<file path="config.mk">
export PLATFORM = sky130hd
export DESIGN_NAME = sprite_move_ctl_flat
export DESIGN_NICKNAME = d
export VERILOG_FILES = /design/src/rtl/sprite_move_ctl_if.sv /design/src/rtl/sprite_move_ctl.sv /design/src/flat_wrapper.sv
export SDC_FILE = /design/constraint.sdc
export NUM_CORES = 1
export LEC_CHECK = 0
export ABC_AREA = 1
export CAP_MARGIN = 25
export CORE_MARGIN = 5
export CORE_UTILIZATION = 50
export DETAILED_ROUTE_END_ITERATION = 8
export PLACE_DENSITY = 0.72
export SETUP_SLACK_MARGIN = 0.1
export SYNTH_ARGS = -nofsm -noshare
export SYNTH_HDL_FRONTEND = slang
export SYNTH_SLANG_ARGS = --single-unit
</file>
<file path="constraint.sdc">
create_clock -name clk65MHz -period 3.9 [get_ports clk65MHz]
set_clock_uncertainty 0.2 [all_clocks]
set_input_delay 0.78 -clock clk65MHz [delete_from_list [all_inputs] [get_ports clk65MHz]]
set_output_delay 0.78 -clock clk65MHz [all_outputs]
set_load 0.02 [all_outputs]
</file>
<file path="src/rtl/sprite_move_ctl_if.sv">
// ---------------------------------------------------------------------------
// sprite_move_ctl_if
//  Groups the frame/button inputs and the sprite position outputs of the
//  sprite movement controller. The master side (timing chain + button
//  synchronisers, or a testbench) drives vsync and buttons; the slave side
//  (the controller) drives the sprite position, floor flag and frame tick.
// ---------------------------------------------------------------------------
interface sprite_move_ctl_if;
   logic        vsync;
   logic        btn_left;
   logic        btn_right;
   logic        btn_jump;
   logic [11:0] x_start;
   logic [11:0] y_start;
   logic        on_floor;
   logic        frame_tick;

   modport master (
      output vsync, btn_left, btn_right, btn_jump,
      input  x_start, y_start, on_floor, frame_tick
   );

   modport slave (
      input  vsync, btn_left, btn_right, btn_jump,
      output x_start, y_start, on_floor, frame_tick
   );
endinterface

</file>
<file path="src/rtl/sprite_move_ctl.sv">
// ---------------------------------------------------------------------------
// sprite_move_ctl
//  Per-frame position controller for the sprite rectangle. Walks left/right
//  while buttons are held, jumps along a gravity arc and lands on the floor
//  line. Position and state change only once per frame (on the internal frame
//  tick that follows a vsync rising edge), so the drawing stage never sees a
//  mid-frame move.
//
//  Optional feature macro: DOUBLE_JUMP_EN
//   defined   -> one extra jump is allowed per airborne phase
//   undefined -> airborne jump requests are dropped
//
//  Timing: vsync rising edge is registered into frame_tick (one cycle pulse);
//  during that cycle the new position/state is computed and it appears on
//  x_start/y_start/on_floor at the following clock edge.
// ---------------------------------------------------------------------------
module sprite_move_ctl #(
   parameter int SCREEN_W = 1024,
   parameter int SCREEN_H = 768,
   parameter int SPRITE_W = 48,
   parameter int SPRITE_H = 64,
   parameter int START_X  = 488,
   parameter int X_STEP   = 4,
   parameter int JUMP_V0  = 16,
   parameter int GRAVITY  = 1,
   parameter int MAX_FALL = 24
) (
   input  logic              clk65MHz,
   input  logic              rst,
   sprite_move_ctl_if.slave  bus
);

   // 13-bit signed copies of the geometry so that over/underflow is visible
   localparam logic signed [12:0] X_MAX_S   = 13'(SCREEN_W - SPRITE_W);
   localparam logic signed [12:0] FLOOR_S   = 13'(SCREEN_H - SPRITE_H);
   localparam logic signed [12:0] X_STEP_S  = 13'(X_STEP);
   localparam logic signed [12:0] JUMP_V0_S = 13'(JUMP_V0);
   localparam logic        [11:0] START_X_U = 12'(START_X);
   localparam logic        [11:0] FLOOR_U   = 12'(SCREEN_H - SPRITE_H);
   localparam logic        [11:0] X_MAX_U   = 12'(SCREEN_W - SPRITE_W);
   localparam logic        [7:0]  JUMP_V0_U = 8'(JUMP_V0);
   localparam logic        [7:0]  GRAVITY_U = 8'(GRAVITY);
   localparam logic        [7:0]  MAX_FALL_U = 8'(MAX_FALL);
   // velocity left over after the launch frame of a ground jump
   localparam logic        [7:0]  LAUNCH_V_U = 8'(JUMP_V0 - GRAVITY);

   typedef enum logic [1:0] {
      ST_GROUND = 2'd0,
      ST_RISE   = 2'd1,
      ST_FALL   = 2'd2
   } state_t;

   // ------------------------------------------------------------------
   // State registers and their next-state values
   // ------------------------------------------------------------------
   logic        vsync_q;
   logic        btn_jump_q;
   logic        tick_q;
   logic        jump_req_q,  jump_req_d;
   logic [11:0] x_q,         x_d;
   logic [11:0] y_q,         y_d;
   logic [7:0]  vel_q,       vel_d;
   state_t      state_q,     state_d;
   logic        on_floor_q;

   // ------------------------------------------------------------------
   // Edge detection and arithmetic helpers
   // ------------------------------------------------------------------
   logic               tick_s;
   logic               jump_edge_s;
   logic               jump_now_s;
   logic               dj_take_s;
   logic signed [12:0] x_ext_s;
   logic signed [12:0] x_sum_s;
   logic signed [12:0] y_ext_s;
   logic signed [12:0] vel_ext_s;
   logic signed [12:0] y_jump_s;
   logic signed [12:0] y_rise_s;
   logic        [8:0]  vel_inc_s;
   logic        [7:0]  vel_fall_s;
   logic signed [12:0] y_fall_s;

   assign tick_s      = bus.vsync & ~vsync_q;
   assign jump_edge_s = bus.btn_jump & ~btn_jump_q;
   // an edge landing on the tick cycle itself is serviced by that tick
   assign jump_now_s  = jump_req_q | jump_edge_s;

   assign x_ext_s   = $signed({1'b0, x_q});
   assign y_ext_s   = $signed({1'b0, y_q});
   assign vel_ext_s = $signed({5'b00000, vel_q});
   assign y_jump_s  = y_ext_s - JUMP_V0_S;
   assign y_rise_s  = y_ext_s - vel_ext_s;
   assign vel_inc_s = {1'b0, vel_q} + {1'b0, GRAVITY_U};
   assign vel_fall_s = (vel_inc_s > {1'b0, MAX_FALL_U}) ? MAX_FALL_U : vel_inc_s[7:0];
   assign y_fall_s  = y_ext_s + $signed({5'b00000, vel_fall_s});

`ifdef DOUBLE_JUMP_EN
   logic dj_used_q, dj_used_d;
   assign dj_take_s = jump_now_s & ~dj_used_q & (state_q != ST_GROUND);
`else
   assign dj_take_s = 1'b0;
`endif

   // Jump request latch: set by a button edge, dropped on every frame tick
   always_comb begin
      jump_req_d = jump_req_q;
      if (tick_q) begin
         jump_req_d = 1'b0;
      end else if (jump_edge_s) begin
         jump_req_d = 1'b1;
      end else begin
         jump_req_d = jump_req_q;
      end
   end

   // Horizontal move with clamping to the visible range
   always_comb begin
      x_sum_s = x_ext_s;
      x_d     = x_q;
      if (tick_q) begin
         if (bus.btn_left && !bus.btn_right) begin
            x_sum_s = x_ext_s - X_STEP_S;
         end else if (bus.btn_right && !bus.btn_left) begin
            x_sum_s = x_ext_s + X_STEP_S;
         end else begin
            x_sum_s = x_ext_s;
         end
         if (x_sum_s < 13'sd0) begin
            x_d = 12'd0;
         end else if (x_sum_s > X_MAX_S) begin
            x_d = X_MAX_U;
         end else begin
            x_d = x_sum_s[11:0];
         end
      end else begin
         x_d = x_q;
      end
   end

   // Vertical FSM: ground / rising / falling with gravity and landing
   always_comb begin
      state_d = state_q;
      y_d     = y_q;
      vel_d   = vel_q;
      if (tick_q) begin
         case (state_q)
            ST_GROUND: begin
               if (jump_now_s) begin
                  if (y_jump_s < 13'sd0) begin
                     y_d     = 12'd0;
                     vel_d   = 8'd0;
                     state_d = ST_FALL;
                  end else begin
                     y_d     = y_jump_s[11:0];
                     vel_d   = LAUNCH_V_U;
                     state_d = ST_RISE;
                  end
               end else begin
                  state_d = ST_GROUND;
               end
            end
            ST_RISE: begin
               if (dj_take_s) begin
                  if (y_jump_s < 13'sd0) begin
                     y_d     = 12'd0;
                     vel_d   = 8'd0;
                     state_d = ST_FALL;
                  end else begin
                     y_d     = y_jump_s[11:0];
                     vel_d   = JUMP_V0_U;
                     state_d = ST_RISE;
                  end
               end else if (y_rise_s < 13'sd0) begin
                  // ceiling hit: pin to the top and start falling
                  y_d     = 12'd0;
                  vel_d   = 8'd0;
                  state_d = ST_FALL;
               end else begin
                  y_d = y_rise_s[11:0];
                  if (vel_q <= GRAVITY_U) begin
                     vel_d   = 8'd0;
                     state_d = ST_FALL;
                  end else begin
                     vel_d   = vel_q - GRAVITY_U;
                     state_d = ST_RISE;
                  end
               end
            end
            ST_FALL: begin
               if (dj_take_s) begin
                  if (y_jump_s < 13'sd0) begin
                     y_d     = 12'd0;
                     vel_d   = 8'd0;
                     state_d = ST_FALL;
                  end else begin
                     y_d     = y_jump_s[11:0];
                     vel_d   = JUMP_V0_U;
                     state_d = ST_RISE;
                  end
               end else if (y_fall_s >= FLOOR_S) begin
                  // landing takes effect on the same tick
                  y_d     = FLOOR_U;
                  vel_d   = 8'd0;
                  state_d = ST_GROUND;
               end else begin
                  y_d     = y_fall_s[11:0];
                  vel_d   = vel_fall_s;
                  state_d = ST_FALL;
               end
            end
            default: begin
               // illegal encoding: fall from wherever we are and re-land
               vel_d   = 8'd0;
               state_d = ST_FALL;
            end
         endcase
      end else begin
         state_d = state_q;
      end
   end

   // Edge registers, frame tick and all position/state registers
   always_ff @(posedge clk65MHz) begin
      if (rst) begin
         vsync_q    <= 1'b0;
         btn_jump_q <= 1'b0;
         tick_q     <= 1'b0;
         jump_req_q <= 1'b0;
         x_q        <= START_X_U;
         y_q        <= FLOOR_U;
         vel_q      <= 8'd0;
         state_q    <= ST_GROUND;
         on_floor_q <= 1'b1;
      end else begin
         vsync_q    <= bus.vsync;
         btn_jump_q <= bus.btn_jump;
         tick_q     <= tick_s;
         jump_req_q <= jump_req_d;
         x_q        <= x_d;
         y_q        <= y_d;
         vel_q      <= vel_d;
         state_q    <= state_d;
         on_floor_q <= (state_d == ST_GROUND);
      end
   end

`ifdef DOUBLE_JUMP_EN
   // Double-jump credit: spent on an airborne jump, refilled on landing
   always_comb begin
      dj_used_d = dj_used_q;
      if (tick_q) begin
         if (dj_take_s) begin
            dj_used_d = 1'b1;
         end else if (state_d == ST_GROUND) begin
            dj_used_d = 1'b0;
         end else begin
            dj_used_d = dj_used_q;
         end
      end else begin
         dj_used_d = dj_used_q;
      end
   end

   // Double-jump credit register
   always_ff @(posedge clk65MHz) begin
      if (rst) begin
         dj_used_q <= 1'b0;
      end else begin
         dj_used_q <= dj_used_d;
      end
   end
`endif

   assign bus.x_start    = x_q;
   assign bus.y_start    = y_q;
   assign bus.on_floor   = on_floor_q;
   assign bus.frame_tick = tick_q;

endmodule
</file>
<file path="src/flat_wrapper.sv">
// flat-port wrapper written by rule: the top's interface ports become plain ports
module sprite_move_ctl_flat 
#(
   parameter int SCREEN_W = 1024,
   parameter int SCREEN_H = 768,
   parameter int SPRITE_W = 48,
   parameter int SPRITE_H = 64,
   parameter int START_X  = 488,
   parameter int X_STEP   = 4,
   parameter int JUMP_V0  = 16,
   parameter int GRAVITY  = 1,
   parameter int MAX_FALL = 24
)
  (clk65MHz, rst, bus_vsync, bus_btn_left, bus_btn_right, bus_btn_jump, bus_x_start, bus_y_start, bus_on_floor, bus_frame_tick);
  sprite_move_ctl_if bus_i ();
  input  logic clk65MHz;
  input  logic rst;
  input wire logic [$bits(bus_i.vsync)-1:0] bus_vsync;
  input wire logic [$bits(bus_i.btn_left)-1:0] bus_btn_left;
  input wire logic [$bits(bus_i.btn_right)-1:0] bus_btn_right;
  input wire logic [$bits(bus_i.btn_jump)-1:0] bus_btn_jump;
  output wire logic [$bits(bus_i.x_start)-1:0] bus_x_start;
  output wire logic [$bits(bus_i.y_start)-1:0] bus_y_start;
  output wire logic [$bits(bus_i.on_floor)-1:0] bus_on_floor;
  output wire logic [$bits(bus_i.frame_tick)-1:0] bus_frame_tick;
  assign bus_i.vsync = bus_vsync;
  assign bus_i.btn_left = bus_btn_left;
  assign bus_i.btn_right = bus_btn_right;
  assign bus_i.btn_jump = bus_btn_jump;
  assign bus_x_start = bus_i.x_start;
  assign bus_y_start = bus_i.y_start;
  assign bus_on_floor = bus_i.on_floor;
  assign bus_frame_tick = bus_i.frame_tick;
  sprite_move_ctl #(.SCREEN_W(SCREEN_W), .SCREEN_H(SCREEN_H), .SPRITE_W(SPRITE_W), .SPRITE_H(SPRITE_H), .START_X(START_X), .X_STEP(X_STEP), .JUMP_V0(JUMP_V0), .GRAVITY(GRAVITY), .MAX_FALL(MAX_FALL)) u_core (.clk65MHz(clk65MHz), .rst(rst), .bus(bus_i));
endmodule
</file>
==> flow_metrics.py <==
metrics = {
    "global_routing": {
        "grt_pass1_wl_um": 15800,
        "grt-ovfl-total": 0,
        "antenna_found_initial": 0,
        "grt_pass1_vias": 3465,
        "grt_max_degree": 22,
        "grt_util_all_layers_pct": 22.0,
    },
    "power": {
        "powerDensity_nw_per_um2": 265,
        "ir_drop_mv": 0.239,
        "p_leak_nw": 1.87,
        "power_mw": 1.08,
    },
    "timing": {
        "relSlewSlack_pct": 55.0,
        "rsz0062_at_grt": "no",
        "setup_tns_ns": 0,
        "fmax_mhz": 281,
        "fin_crit_sh_pct": 91.4,
        "period_needed_ns": 3.56,
        "slew_viol_final": 0,
        "tightestPinTransition_ns": 0.668,
        "whs_ns": 0.193,
        "finalHoldViolCount": 0,
        "finalSetupViolCount": 0,
    },
    "setup_path": {
        "r2r-start": "u_core.vel_q[0]",
        "worstSetupPathType": "flop to flop",
        "critPathMaxFanout": 9,
        "critical_path.endpoint_type": "flop",
        "cp.arrival_ns": 3.59,
        "critPathBufInv": 2,
        "reg2reg_to": "u_core.vel_q[0]",
        "cp_cell_sequence": "ha_2 > xor2_1 > nor2_1 > nor3_1 > nor2_1 > inv_1 > nor2_2 > ha_2 > fa_2 > nand2_1 > nand3_1 > nand3_1 > nand2_2 > nand3_1 > nand2_1 > nor2_1 > nand2_1 > nand2_4 > buf_4 > nand3_1 > nand3_1 > nand2_1 > a21oi_2",
        "r2r_slack_ns": 0.34,
        "crit_top_cell": "nand3_1",
        "cp.required_ns": 3.93,
        "r2r_cells": 23,
        "start_kind": "flop",
        "critPathTopFamily": "simple AND/OR/NAND/NOR gates",
        "worst-path-stages": 23,
        "crit_slowest_cell": "dfxtp_2",
        "max_stage_delay_ns": 0.39,
    },
    "run": {
        "cap_violations": 0,
    },
    "detailed_routing": {
        "drt_first_pass_iters": 5,
        "vias": 3684,
        "drtIter0Drc": 217,
        "drcViolationCount": 0,
        "met2RoutedLength_um": 4490,
        "avgRoutedWirePerCell_um": 13.4,
        "wl_met3_um": 426,
        "postRouteAntennaNets": 0,
        "finalWirelength_um": 9320,
        "vias_per_cell": 5.29,
        "m1WireLength_um": 4270,
        "top_layer_used": "met4",
    },
    "floorplan": {
        "coreArea_um2": 6830,
        "dieArea_um2": 8800,
        "rows": 30,
        "die_h_um": 93.8,
        "start_util_pct": 51.4,
        "ioPinCount": 32,
        "die_w_um": 93.8,
    },
    "placed_design": {
        "gp_congestion": 0.922,
        "dpl-instance-area_um2": 3870,
        "portBuffers": 29,
        "hpwlAfterDp_um": 7220,
        "placedCellCount": 684,
    },
    "logic_synthesis": {
        "seq_area_frac_synth_pct": 21.1,
        "yosysWarnings": 0,
        "synth_area_um2": 3510,
        "synth_cells": 568,
        "yosys_register_bits": 37,
        "synth_area_per_cell_um2": 6.18,
        "synth.lib_cells_used.distinct": 40,
    },
    "cells_and_area": {
        "seq_area_um2": 747,
        "fin_area_um2": 4050,
        "drive_above_1_share_pct": 7.17,
        "multiInputGateArea_um2": 2420,
        "syn_to_final_growth_pct": 15.5,
        "num-nets-final": 635,
        "num_antenna_cells": 0,
        "filler_cell_count": 664,
        "layout.cells.non_filler": 696,
    },
    "worst_hold_path": {
        "hp-start": "u_core.vsync_q",
        "hold_path_end": "u_core.bus.frame_tick",
        "min_path_type": "flop to flop",
        "holdPathStages": 1,
    },
    "outcome": {
        "status": "completed",
    },
    "cts": {
        "cts_root_buf": "clkbuf_8",
        "numCtsBuffers": 5,
        "clock_latency_ns": 0.30,
        "cts_htree_levels": 2,
        "clk_pin_slew_worst_paths_ns": 0.09,
        "cts_tree": "yes",
        "cts_hold_buffers": 0,
        "clock_sinks": 37,
        "clk_path_buf_depth": 2,
    },
}
## cell usage after synthesis (all sizes together)
| library cell | count | area [µm²] |
|---|---|---|
| nand2 | 154 | 591 |
| inv | 80 | 300 |
| nand3 | 55 | 300 |
| nor2 | 53 | 221 |
| a21oi | 42 | 221 |
| dfxtp | 37 | 741 |
| o21ai | 33 | 165 |
| ha | 28 | 350 |
| xor2 | 25 | 219 |
| nor3 | 12 | 60.1 |
| buf | 9 | 56.3 |
| clkbuf | 6 | 22.5 |
| nand4 | 5 | 31.3 |
| o31ai | 3 | 22.5 |
| a22oi | 2 | 15.0 |
| clkinv | 2 | 7.51 |
| fa | 2 | 40.0 |
| nand3b | 2 | 15.0 |
| o211ai | 2 | 15.0 |
| o21bai | 2 | 15.0 |
| o22ai | 2 | 12.5 |
| xnor2 | 2 | 17.5 |
| a21boi | 1 | 7.51 |
| a21o | 1 | 7.51 |
| a221oi | 1 | 8.76 |
| a311oi | 1 | 8.76 |
| a31oi | 1 | 6.26 |
| conb | 1 | 3.75 |
| nor4 | 1 | 6.26 |
| o21a | 1 | 7.51 |
| o41ai | 1 | 8.76 |
| or2 | 1 | 6.26 |
## cell families after synthesis
family | synth area share, %
simple gates | 35.1
flops | 21.1
other cells | 0.107
buf+inv | 11.0
compound gates | 14.9
xor+xnor | 6.74
fa+ha+maj | 11.1
## per-layer routing
layer / up-vias / track usage [%]
met5: - / 0
met4: 0 / 7.58
met3: 12 / 3.21
met2: 108 / 37.4
li1: 1894 / -
met1: 1670 / 28.1
## worst reg2reg max path: stages (launching register included)
cell,delay [ns]
dfxtp_2,0.39
ha_2,0.21
xor2_1,0.20
nor2_1,0.06
nor3_1,0.19
nor2_1,0.09
inv_1,0.14
nor2_2,0.06
ha_2,0.19
fa_2,0.35
nand2_1,0.08
nand3_1,0.11
nand3_1,0.13
nand2_2,0.08
nand3_1,0.08
nand2_1,0.06
nor2_1,0.09
nand2_1,0.09
nand2_4,0.13
buf_4,0.15
nand3_1,0.10
nand3_1,0.12
nand2_1,0.07
a21oi_2,0.12
## sequential cells by signal, indices dropped and copies added (netlist names)
name / cells
u_core.jump_req_q: 1
u_core.bus.on_floor: 1
u_core.btn_jump_q: 1
u_core.bus.frame_tick: 1
u_core.state_q: 2
u_core.bus.x_start: 10
u_core.vel_q: 8
u_core.vsync_q: 1
u_core.bus.y_start: 12
## how the worst max path moves through the flow
stage | startpoint | end | slack (ns)
2_1_floorplan | u_core.vel_q[0] | u_core.bus.y_start[7] | 0.64
3_3_place_gp | u_core.vel_q[1] | u_core.bus.y_start[2] | 0.34
3_5_place_dp | u_core.vel_q[0] | u_core.bus.y_start[5] | 0.19
4_1_cts | u_core.vel_q[0] | u_core.bus.y_start[5] | 0.17
5_1_grt | u_core.vel_q[0] | u_core.bus.y_start[3] | 0.08
6_report | u_core.vel_q[0] | u_core.vel_q[0] | 0.34
## metrics by stage
step,setup WS [ns],utilization [%]
after floorplan,0.642,-
after detailed placement,0.187,56.7
final,0.336,59.3
after global routing,0.0804,59.3
after CTS,0.173,58.4
after global placement,0.341,56.7
## report_power, final
group / switching [mW] / total [mW] / internal [mW]
Combinational: 0.185 / 0.298 / 0.113
Sequential: 0.0264 / 0.420 / 0.394
Clock: 0.150 / 0.358 / 0.208
## repair_timing
action                     4_1_cts  5_1_grt
setup buffers                    0        4
gates resized for setup          0       13
setup endpoints to repair        0       18
## final cells by class
class | count | share of cell area, %
multi-input combinational | 438 | 59.8
sequential | 37 | 18.4
timing repair buffer | 35 | 8.27
inverter | 82 | 7.59
tap | 96 | 2.96
clock buffer | 6 | 2.04
clock inverter | 2 | 0.926
## cells in the final DEF, fill, tap and decap left out, drive strengths merged, types with 2 or more instances in the layout
cell / instances
o21bai: 2
nand2: 154
clkdlybuf4s50: 29
o211ai: 2
nand3: 55
nand3b: 2
nand4: 5
conb: 5
inv: 80
nor2: 53
a22oi: 2
fa: 2
a21oi: 42
clkbuf: 6
xnor2: 2
buf: 6
clkinv: 2
xor2: 25
nor3: 12
o31ai: 3
dfxtp: 37
o22ai: 2
o21ai: 33
ha: 28
No activity file was read; power rests on OpenSTA's default activity.
